## config.mk

```make
export PLATFORM = sky130hd
export DESIGN_NAME = button_tick_conditioner_flat
export DESIGN_NICKNAME = d
export VERILOG_FILES = /design/src/rtl/timer_pkg.sv /design/src/rtl/button_tick_conditioner_if.sv /design/src/rtl/button_tick_conditioner_debouncer.sv /design/src/rtl/button_tick_conditioner.sv /design/src/flat_wrapper.sv
export SDC_FILE = /design/constraint.sdc
export NUM_CORES = 1
export LEC_CHECK = 0
export CELL_PAD_IN_SITES_DETAIL_PLACEMENT = 1
export CELL_PAD_IN_SITES_GLOBAL_PLACEMENT = 2
export CORE_UTILIZATION = 41
export DETAILED_ROUTE_END_ITERATION = 16
export GPL_TIMING_DRIVEN = 0
export PLACE_DENSITY_LB_ADDON = 0.2
export SLEW_MARGIN = 30
export SYNTH_ARGS = -nofsm -noshare
export SYNTH_HDL_FRONTEND = slang
export SYNTH_SLANG_ARGS = --single-unit
export TNS_END_PERCENT = 20
```

## constraint.sdc

```tcl
create_clock -name clockSignal -period 5.3 [get_ports clockSignal]
set_input_delay 1.325 -clock clockSignal [delete_from_list [all_inputs] [get_ports clockSignal]]
set_output_delay 1.325 -clock clockSignal [all_outputs]
set_load 0.05 [all_outputs]
```

## src/rtl/timer_pkg.sv

```systemverilog
// timer_pkg: shared constants for the stopwatch front end.
//   DEFAULT_CLK_FREQ_HZ : default system clock frequency
//   TICK_RATE_HZ        : timer core time-base rate (centiseconds)
//   MS_PER_TICK         : milliseconds per timer-core tick
//   BTN_*_IDX           : bit positions inside buttonLevel
package timer_pkg;

  localparam int unsigned DEFAULT_CLK_FREQ_HZ = 100_000_000;
  localparam int unsigned TICK_RATE_HZ        = 100;
  localparam int unsigned MS_PER_TICK         = 1000 / TICK_RATE_HZ;

  localparam int unsigned BTN_SPLIT_IDX = 2;
  localparam int unsigned BTN_MODE_IDX  = 1;
  localparam int unsigned BTN_START_IDX = 0;

  typedef logic [2:0] btn_vec_t;

endpackage

```

## src/rtl/button_tick_conditioner_if.sv

```systemverilog
// button_tick_conditioner_if: raw button levels in, conditioned pulses,
// time-base ticks and debounced levels out.
//   master : the side that owns the buttons and consumes the pulses
//   slave  : the conditioner itself
interface button_tick_conditioner_if;
  import timer_pkg::*;

  logic     rawSplitOrReset;
  logic     rawModeInput;
  logic     rawStartOrStop;
  logic     splitOrResetPulse;
  logic     modeInputPulse;
  logic     startOrStopPulse;
  logic     longPressPulse;
  logic     msTick;
  logic     tick100Hz;
  btn_vec_t buttonLevel;

  modport master (
    output rawSplitOrReset, rawModeInput, rawStartOrStop,
    input  splitOrResetPulse, modeInputPulse, startOrStopPulse,
    input  longPressPulse, msTick, tick100Hz, buttonLevel
  );

  modport slave (
    input  rawSplitOrReset, rawModeInput, rawStartOrStop,
    output splitOrResetPulse, modeInputPulse, startOrStopPulse,
    output longPressPulse, msTick, tick100Hz, buttonLevel
  );

endinterface

```

## src/rtl/button_tick_conditioner_debouncer.sv

```systemverilog
// button_debouncer: two-flop synchronizer, millisecond debounce and a
// registered one-cycle press pulse for a single push button.
//   clk, rst : system clock, synchronous active-high reset
//   ms_tick  : one-cycle 1 ms strobe
//   raw      : asynchronous button level, 1 = pressed
//   level    : debounced level
//   pulse    : one cycle high the cycle after level rises
module button_debouncer #(
  parameter int unsigned DEBOUNCE_MS = 20
) (
  input  logic clk,
  input  logic rst,
  input  logic ms_tick,
  input  logic raw,
  output logic level,
  output logic pulse
);

  localparam logic [7:0] CNT_LAST = 8'(DEBOUNCE_MS - 1);

  logic       sync_a;
  logic       sync_b;
  logic       level_q;
  logic [7:0] cnt;

  always_ff @(posedge clk) begin
    if (rst) begin
      sync_a  <= 1'b0;
      sync_b  <= 1'b0;
      level   <= 1'b0;
      level_q <= 1'b0;
      pulse   <= 1'b0;
      cnt     <= '0;
    end else begin
      sync_a  <= raw;
      sync_b  <= sync_a;
      level_q <= level;
      pulse   <= level & ~level_q;
      if (sync_b == level) begin
        cnt <= '0;
      end else if (ms_tick) begin
        // The increment that would make cnt equal DEBOUNCE_MS accepts the
        // new level and clears the counter in one step.
        if (cnt == CNT_LAST) begin
          level <= sync_b;
          cnt   <= '0;
        end else begin
          cnt <= cnt + 8'd1;
        end
      end
    end
  end

endmodule

```

## src/rtl/button_tick_conditioner.sv

```systemverilog
// button_tick_conditioner: stopwatch button front end and time base.
//   clockSignal : system clock, rising edge
//   resetSignal : synchronous active-high reset
//   btn         : raw button levels in; press pulses, long-press pulse,
//                 1 ms tick, 100 Hz tick and debounced levels out
module button_tick_conditioner
  import timer_pkg::*;
#(
  parameter int unsigned CLK_FREQ_HZ   = DEFAULT_CLK_FREQ_HZ,
  parameter int unsigned DEBOUNCE_MS   = 20,
  parameter int unsigned LONG_PRESS_MS = 1000
) (
  input logic                       clockSignal,
  input logic                       resetSignal,
  button_tick_conditioner_if.slave  btn
);

  localparam int unsigned CYC_PER_MS = CLK_FREQ_HZ / 1000;
  localparam int unsigned PW         = (CYC_PER_MS > 1) ? $clog2(CYC_PER_MS) : 1;
  localparam logic [PW-1:0] PRE_MAX  = PW'(CYC_PER_MS - 1);
  localparam logic [3:0]    DEC_MAX  = 4'(MS_PER_TICK - 1);
  localparam logic [15:0]   HOLD_MAX = 16'(LONG_PRESS_MS);

  logic [PW-1:0] pre_cnt;
  logic [3:0]    dec_cnt;
  logic [15:0]   hold_cnt;
  logic          ms_tick;
  logic          at_max;
  logic          at_max_q;
  logic          long_pulse;
  btn_vec_t      level;
  btn_vec_t      pulse;

  // Gated so a 1-cycle prescaler (1 kHz clock) still reads 0 during reset.
  assign ms_tick = ~resetSignal & (pre_cnt == PRE_MAX);
  assign at_max  = (hold_cnt == HOLD_MAX);

  always_ff @(posedge clockSignal) begin
    if (resetSignal) begin
      pre_cnt <= '0;
      dec_cnt <= '0;
    end else begin
      pre_cnt <= (pre_cnt == PRE_MAX) ? '0 : pre_cnt + 1'b1;
      if (ms_tick) begin
        dec_cnt <= (dec_cnt == DEC_MAX) ? '0 : dec_cnt + 4'd1;
      end
    end
  end

  always_ff @(posedge clockSignal) begin
    if (resetSignal) begin
      hold_cnt   <= '0;
      at_max_q   <= 1'b0;
      long_pulse <= 1'b0;
    end else begin
      if (!level[BTN_SPLIT_IDX]) begin
        hold_cnt <= '0;
      end else if (ms_tick && !at_max) begin
        hold_cnt <= hold_cnt + 16'd1;
      end
      at_max_q   <= at_max;
      long_pulse <= at_max & ~at_max_q;
    end
  end

  button_debouncer #(.DEBOUNCE_MS(DEBOUNCE_MS)) u_split (
    .clk(clockSignal), .rst(resetSignal), .ms_tick(ms_tick),
    .raw(btn.rawSplitOrReset),
    .level(level[BTN_SPLIT_IDX]), .pulse(pulse[BTN_SPLIT_IDX])
  );

  button_debouncer #(.DEBOUNCE_MS(DEBOUNCE_MS)) u_mode (
    .clk(clockSignal), .rst(resetSignal), .ms_tick(ms_tick),
    .raw(btn.rawModeInput),
    .level(level[BTN_MODE_IDX]), .pulse(pulse[BTN_MODE_IDX])
  );

  button_debouncer #(.DEBOUNCE_MS(DEBOUNCE_MS)) u_start (
    .clk(clockSignal), .rst(resetSignal), .ms_tick(ms_tick),
    .raw(btn.rawStartOrStop),
    .level(level[BTN_START_IDX]), .pulse(pulse[BTN_START_IDX])
  );

  assign btn.splitOrResetPulse = pulse[BTN_SPLIT_IDX];
  assign btn.modeInputPulse    = pulse[BTN_MODE_IDX];
  assign btn.startOrStopPulse  = pulse[BTN_START_IDX];
  assign btn.longPressPulse    = long_pulse;
  assign btn.msTick            = ms_tick;
  assign btn.tick100Hz         = ms_tick & (dec_cnt == DEC_MAX);
  assign btn.buttonLevel       = level;

endmodule

```

## src/flat_wrapper.sv

```systemverilog
// flat-port wrapper written by rule: the top's interface ports become plain ports
module button_tick_conditioner_flat import timer_pkg::*;
#(
  parameter int unsigned CLK_FREQ_HZ   = DEFAULT_CLK_FREQ_HZ,
  parameter int unsigned DEBOUNCE_MS   = 20,
  parameter int unsigned LONG_PRESS_MS = 1000
)
  (clockSignal, resetSignal, btn_rawSplitOrReset, btn_rawModeInput, btn_rawStartOrStop, btn_splitOrResetPulse, btn_modeInputPulse, btn_startOrStopPulse, btn_longPressPulse, btn_msTick, btn_tick100Hz, btn_buttonLevel);
  button_tick_conditioner_if btn_i ();
  input logic clockSignal;
  input logic resetSignal;
  input wire logic [$bits(btn_i.rawSplitOrReset)-1:0] btn_rawSplitOrReset;
  input wire logic [$bits(btn_i.rawModeInput)-1:0] btn_rawModeInput;
  input wire logic [$bits(btn_i.rawStartOrStop)-1:0] btn_rawStartOrStop;
  output wire logic [$bits(btn_i.splitOrResetPulse)-1:0] btn_splitOrResetPulse;
  output wire logic [$bits(btn_i.modeInputPulse)-1:0] btn_modeInputPulse;
  output wire logic [$bits(btn_i.startOrStopPulse)-1:0] btn_startOrStopPulse;
  output wire logic [$bits(btn_i.longPressPulse)-1:0] btn_longPressPulse;
  output wire logic [$bits(btn_i.msTick)-1:0] btn_msTick;
  output wire logic [$bits(btn_i.tick100Hz)-1:0] btn_tick100Hz;
  output wire logic [$bits(btn_i.buttonLevel)-1:0] btn_buttonLevel;
  assign btn_i.rawSplitOrReset = btn_rawSplitOrReset;
  assign btn_i.rawModeInput = btn_rawModeInput;
  assign btn_i.rawStartOrStop = btn_rawStartOrStop;
  assign btn_splitOrResetPulse = btn_i.splitOrResetPulse;
  assign btn_modeInputPulse = btn_i.modeInputPulse;
  assign btn_startOrStopPulse = btn_i.startOrStopPulse;
  assign btn_longPressPulse = btn_i.longPressPulse;
  assign btn_msTick = btn_i.msTick;
  assign btn_tick100Hz = btn_i.tick100Hz;
  assign btn_buttonLevel = btn_i.buttonLevel;
  button_tick_conditioner #(.CLK_FREQ_HZ(CLK_FREQ_HZ), .DEBOUNCE_MS(DEBOUNCE_MS), .LONG_PRESS_MS(LONG_PRESS_MS)) u_core (.clockSignal(clockSignal), .resetSignal(resetSignal), .btn(btn_i));
endmodule
```

==> out/metrics.yaml <==
count_of_flip_flops_with_a_built_in_enable_after_synthesis: 0
gr-total-overflow: 0
synthesis.area_um2: 3760
final_non_filler_cell_area_um2: 4250
core_utilization_of_the_finished_layout_pct: 48.2
final_layout_size_suffix_gt1_share_pct: 9.85
avgSynthCellArea_um2: 8.80
setup_viol: 0
post_synth_num_cell_types: 53
cts_tree: "yes"
reg2reg_to: "u_core.hold_cnt[11]"
crit_path_start_kind: "input pin"
place.port_buffers: 13
worst_pin_slew_ns: 0.732
area_share_of_the_largest_cell_type_after_synthesis_pct: 41.5
crit_start: "resetSignal"
row_count: 34
final_critical_path_setup_slack_ns: 0.136
core_um2: 8810
avgRoutedWirePerCell_um: 18.7
finalWorstPathRequiredPeriod_ns: 5.16
drt.antenna.violating_nets: 0
total_cts_buffers: 9
critical_path_peak_fanout: 10
drt-total-wl_mm: 10.6
rsz0062_at_grt: "false"
nNetsFinal: 463
synth_area_leaders: "sky130_fd_sc_hd__dfxtp_1, sky130_fd_sc_hd__nand2_1, sky130_fd_sc_hd__nand3_1"
max_slew_margin_pct: 51.2
clock_tree.root_cell: "sky130_fd_sc_hd__clkbuf_8"
worstPathArrival_ns: 3.84
final_cell_count_no_fill: 565
via_count: 3400
min-delay-start: "u_core.u_split.level_q"
timing.hold.worst_endpoint: "u_core.u_split.pulse"
area_growth_pct: 12.8
initialDrtViolationCount: 73
place_area_um2: 4030
post-cts-setup-buffer-count: 0
antenna_violations_before_repair: 0
failed_checks: "design-rule violations"
whs_path_depth: 1
synth.net_count: 439
worst_hold_slack_ns: 0.388
postSynthRegisterBits: 78
die_y_um: 97.8
number_of_placed_instances_taps_included: 549
synth_ff_type: "sky130_fd_sc_hd__dfxtp_1"
power.leakage_uw: 0.00130
grt_pass1_wl_mm: 17.9
cts-htree-levels: 3
rrSetupSlack_ns: 3.13
synth_seq_area_share_pct: 41.5
maximum_root_to_sink_buffer_count: 2
clock_latency_ns: 0.35
floorplan.die_area_um2: 9570
global_route.usage.total_pct: 23.7
path_clk_slew_ns: 0.07
ys_async_sr_fraction_pct: 0
p_per_area_nw_per_um2: 265
cp.required_ns: 3.97
placement.setup.worst_slack_ns: -0.137
kind_of_path_behind_the_tightest_hold_check: "flop to flop"
grt_start_max_net_pins: 13
irDropWorstVdd_v: 0.000174
mostFrequentLayoutCell: "sky130_fd_sc_hd__dfxtp_1"
die_w_um: 97.8
yosysWarningCount: 0
antenna_cells_inserted: 0
timing_hold_violations_final: 0
syn-instance-count: 428
firstDrtPassIters: 10
max-cap-violations: 0
run_status: "finished with violations"
remaining_drc_errors: 2
achievable-frequency_mhz: 194
initial_core_util_pct: 42.8
gp_routability_congestion: 0.777
fin_worst_skew_ns: 0.00629
maxSlewViolCount: 0
vias_in_the_first_global_route: 3565
path_type_of_the_worst_setup_path: "input pin to primary output"
io_pins: 14
dpl.hpwl_mm: 7.30
setup.worst_path.end_class: "primary output"
post_drt_via_cell_ratio: 6.02
worstRegToRegCells: 7
clock-sinks: 78
mostFrequentLayoutCells: "sky130_fd_sc_hd__dfxtp_1, sky130_fd_sc_hd__nand2_1, sky130_fd_sc_hd__nor2_1"
timing.rr.start: "u_core.pre_cnt[0]"
synthDominantAreaCellType: "sky130_fd_sc_hd__dfxtp_1"
layout_worst_path_cycle_share_pct: 97.4
critical path, stage by stage:
cell and delay [ns]:
sky130_fd_sc_hd__clkdlybuf4s50_1 0.70, sky130_fd_sc_hd__clkbuf_1 0.42, sky130_fd_sc_hd__clkbuf_2 0.38, sky130_fd_sc_hd__nor2_1 0.11
sky130_fd_sc_hd__and4b_1 0.19, sky130_fd_sc_hd__clkdlybuf4s50_1 0.69
final cells by class:
| cell class | instances | area [um2] |
|---|---|---|
| Clock inverter | 3 | 67.6 |
| Multi-Input combinational cell | 311 | 2030 |
| Timing Repair Buffer | 13 | 130 |
| Clock buffer | 13 | 149 |
| Sequential cell | 78 | 1560 |
| Fill cell | 1046 | 4560 |
| Inverter | 13 | 48.8 |
| Tap cell | 108 | 135 |
| Buffer | 26 | 128 |
metal layers:
layer  up-vias  wire, um  global-route usage, %
met4         0       260                   8.86
met5         -         0                      0
met2        60      5000                   40.1
met1      1671      5000                   29.6
li1       1647         -                      -
met3        22       304                   4.80
Yosys cell counts (6+ instances only):
| cell | instances |
|---|---|
| sky130_fd_sc_hd__mux2i_1 | 7 |
| sky130_fd_sc_hd__xnor2_1 | 12 |
| sky130_fd_sc_hd__nor2_1 | 24 |
| sky130_fd_sc_hd__nand2_1 | 34 |
| sky130_fd_sc_hd__nor2b_1 | 11 |
| sky130_fd_sc_hd__or3_1 | 18 |
| sky130_fd_sc_hd__nor4b_1 | 6 |
| sky130_fd_sc_hd__a211oi_1 | 6 |
| sky130_fd_sc_hd__or4_1 | 9 |
| sky130_fd_sc_hd__o22ai_1 | 6 |
| sky130_fd_sc_hd__buf_2 | 8 |
| sky130_fd_sc_hd__or2_2 | 6 |
| sky130_fd_sc_hd__o31ai_1 | 10 |
| sky130_fd_sc_hd__nand3_1 | 23 |
| sky130_fd_sc_hd__nand4_1 | 16 |
| sky130_fd_sc_hd__o311ai_0 | 6 |
| sky130_fd_sc_hd__o41ai_1 | 7 |
| sky130_fd_sc_hd__o21ai_0 | 12 |
| sky130_fd_sc_hd__clkbuf_1 | 12 |
| sky130_fd_sc_hd__dfxtp_1 | 78 |
| sky130_fd_sc_hd__inv_1 | 12 |
| sky130_fd_sc_hd__a21oi_1 | 21 |
| sky130_fd_sc_hd__nor4_1 | 6 |
| sky130_fd_sc_hd__nand2b_1 | 7 |
| sky130_fd_sc_hd__ha_1 | 6 |
| sky130_fd_sc_hd__nor3_1 | 9 |
| sky130_fd_sc_hd__and4_1 | 7 |
metrics by stage:
stage	setup TNS, ns	total power (uW)
floorplan	0	629
global placement	-0.0737	644
detailed placement	-0.137	645
CTS	0	1140
global route	0	1170
finish	0	1130
sequential cells by signal (all words and copies together), names as in the netlist:
name and cells:
u_core.pre_cnt 17, u_core.u_mode.sync_a 1, u_core.u_mode.level 1, u_core.u_split.level 1, u_core.u_start.sync_a 1, u_core.u_mode.sync_b 1
u_core.u_start.sync_b 1, u_core.u_start.pulse 1, u_core.hold_cnt 16, u_core.u_split.sync_b 1, u_core.u_start.level_q 1, u_core.u_start.cnt 8
u_core.u_mode.pulse 1, u_core.at_max_q 1, u_core.u_split.cnt 8, u_core.u_split.level_q 1, u_core.u_mode.cnt 8, u_core.u_split.pulse 1
u_core.dec_cnt 4, u_core.btn.longPressPulse 1, u_core.u_split.sync_a 1, u_core.u_mode.level_q 1, u_core.u_start.level 1
cells by family after synthesis:
| family | count (synthesis) | synth area share (%) |
|---|---|---|
| mux | 10 | 2.76 |
| simple gates | 200 | 31.4 |
| flops | 78 | 41.5 |
| compound gates | 80 | 14.2 |
| xor+xnor | 15 | 3.49 |
| buf+inv | 39 | 4.65 |
| fa+ha+maj | 6 | 1.99 |
report_power, final:
part	leakage [uW]	total (uW)	internal (uW)	switching, uW
clock	0.000104	496	279	216
sequential	0.000630	596	591	4.98
combinational	0.000563	35.3	11.8	23.5
what timing repair did:
action	CTS	global route
gates resized for setup	1	0
hold buffers	0	0
setup endpoints to repair	1	0
worst max-delay path by stage:
stage                    end  slack, ns  cells past startpoint
2_1_floorplan  btn_tick100Hz       0.95                      4
3_3_place_gp   btn_tick100Hz      -0.07                      6
3_5_place_dp   btn_tick100Hz      -0.14                      6
4_1_cts        btn_tick100Hz       0.09                      6
5_1_grt        btn_tick100Hz       0.02                      6
6_report       btn_tick100Hz       0.14                      6
No activity file was read; power rests on OpenSTA's default activity.
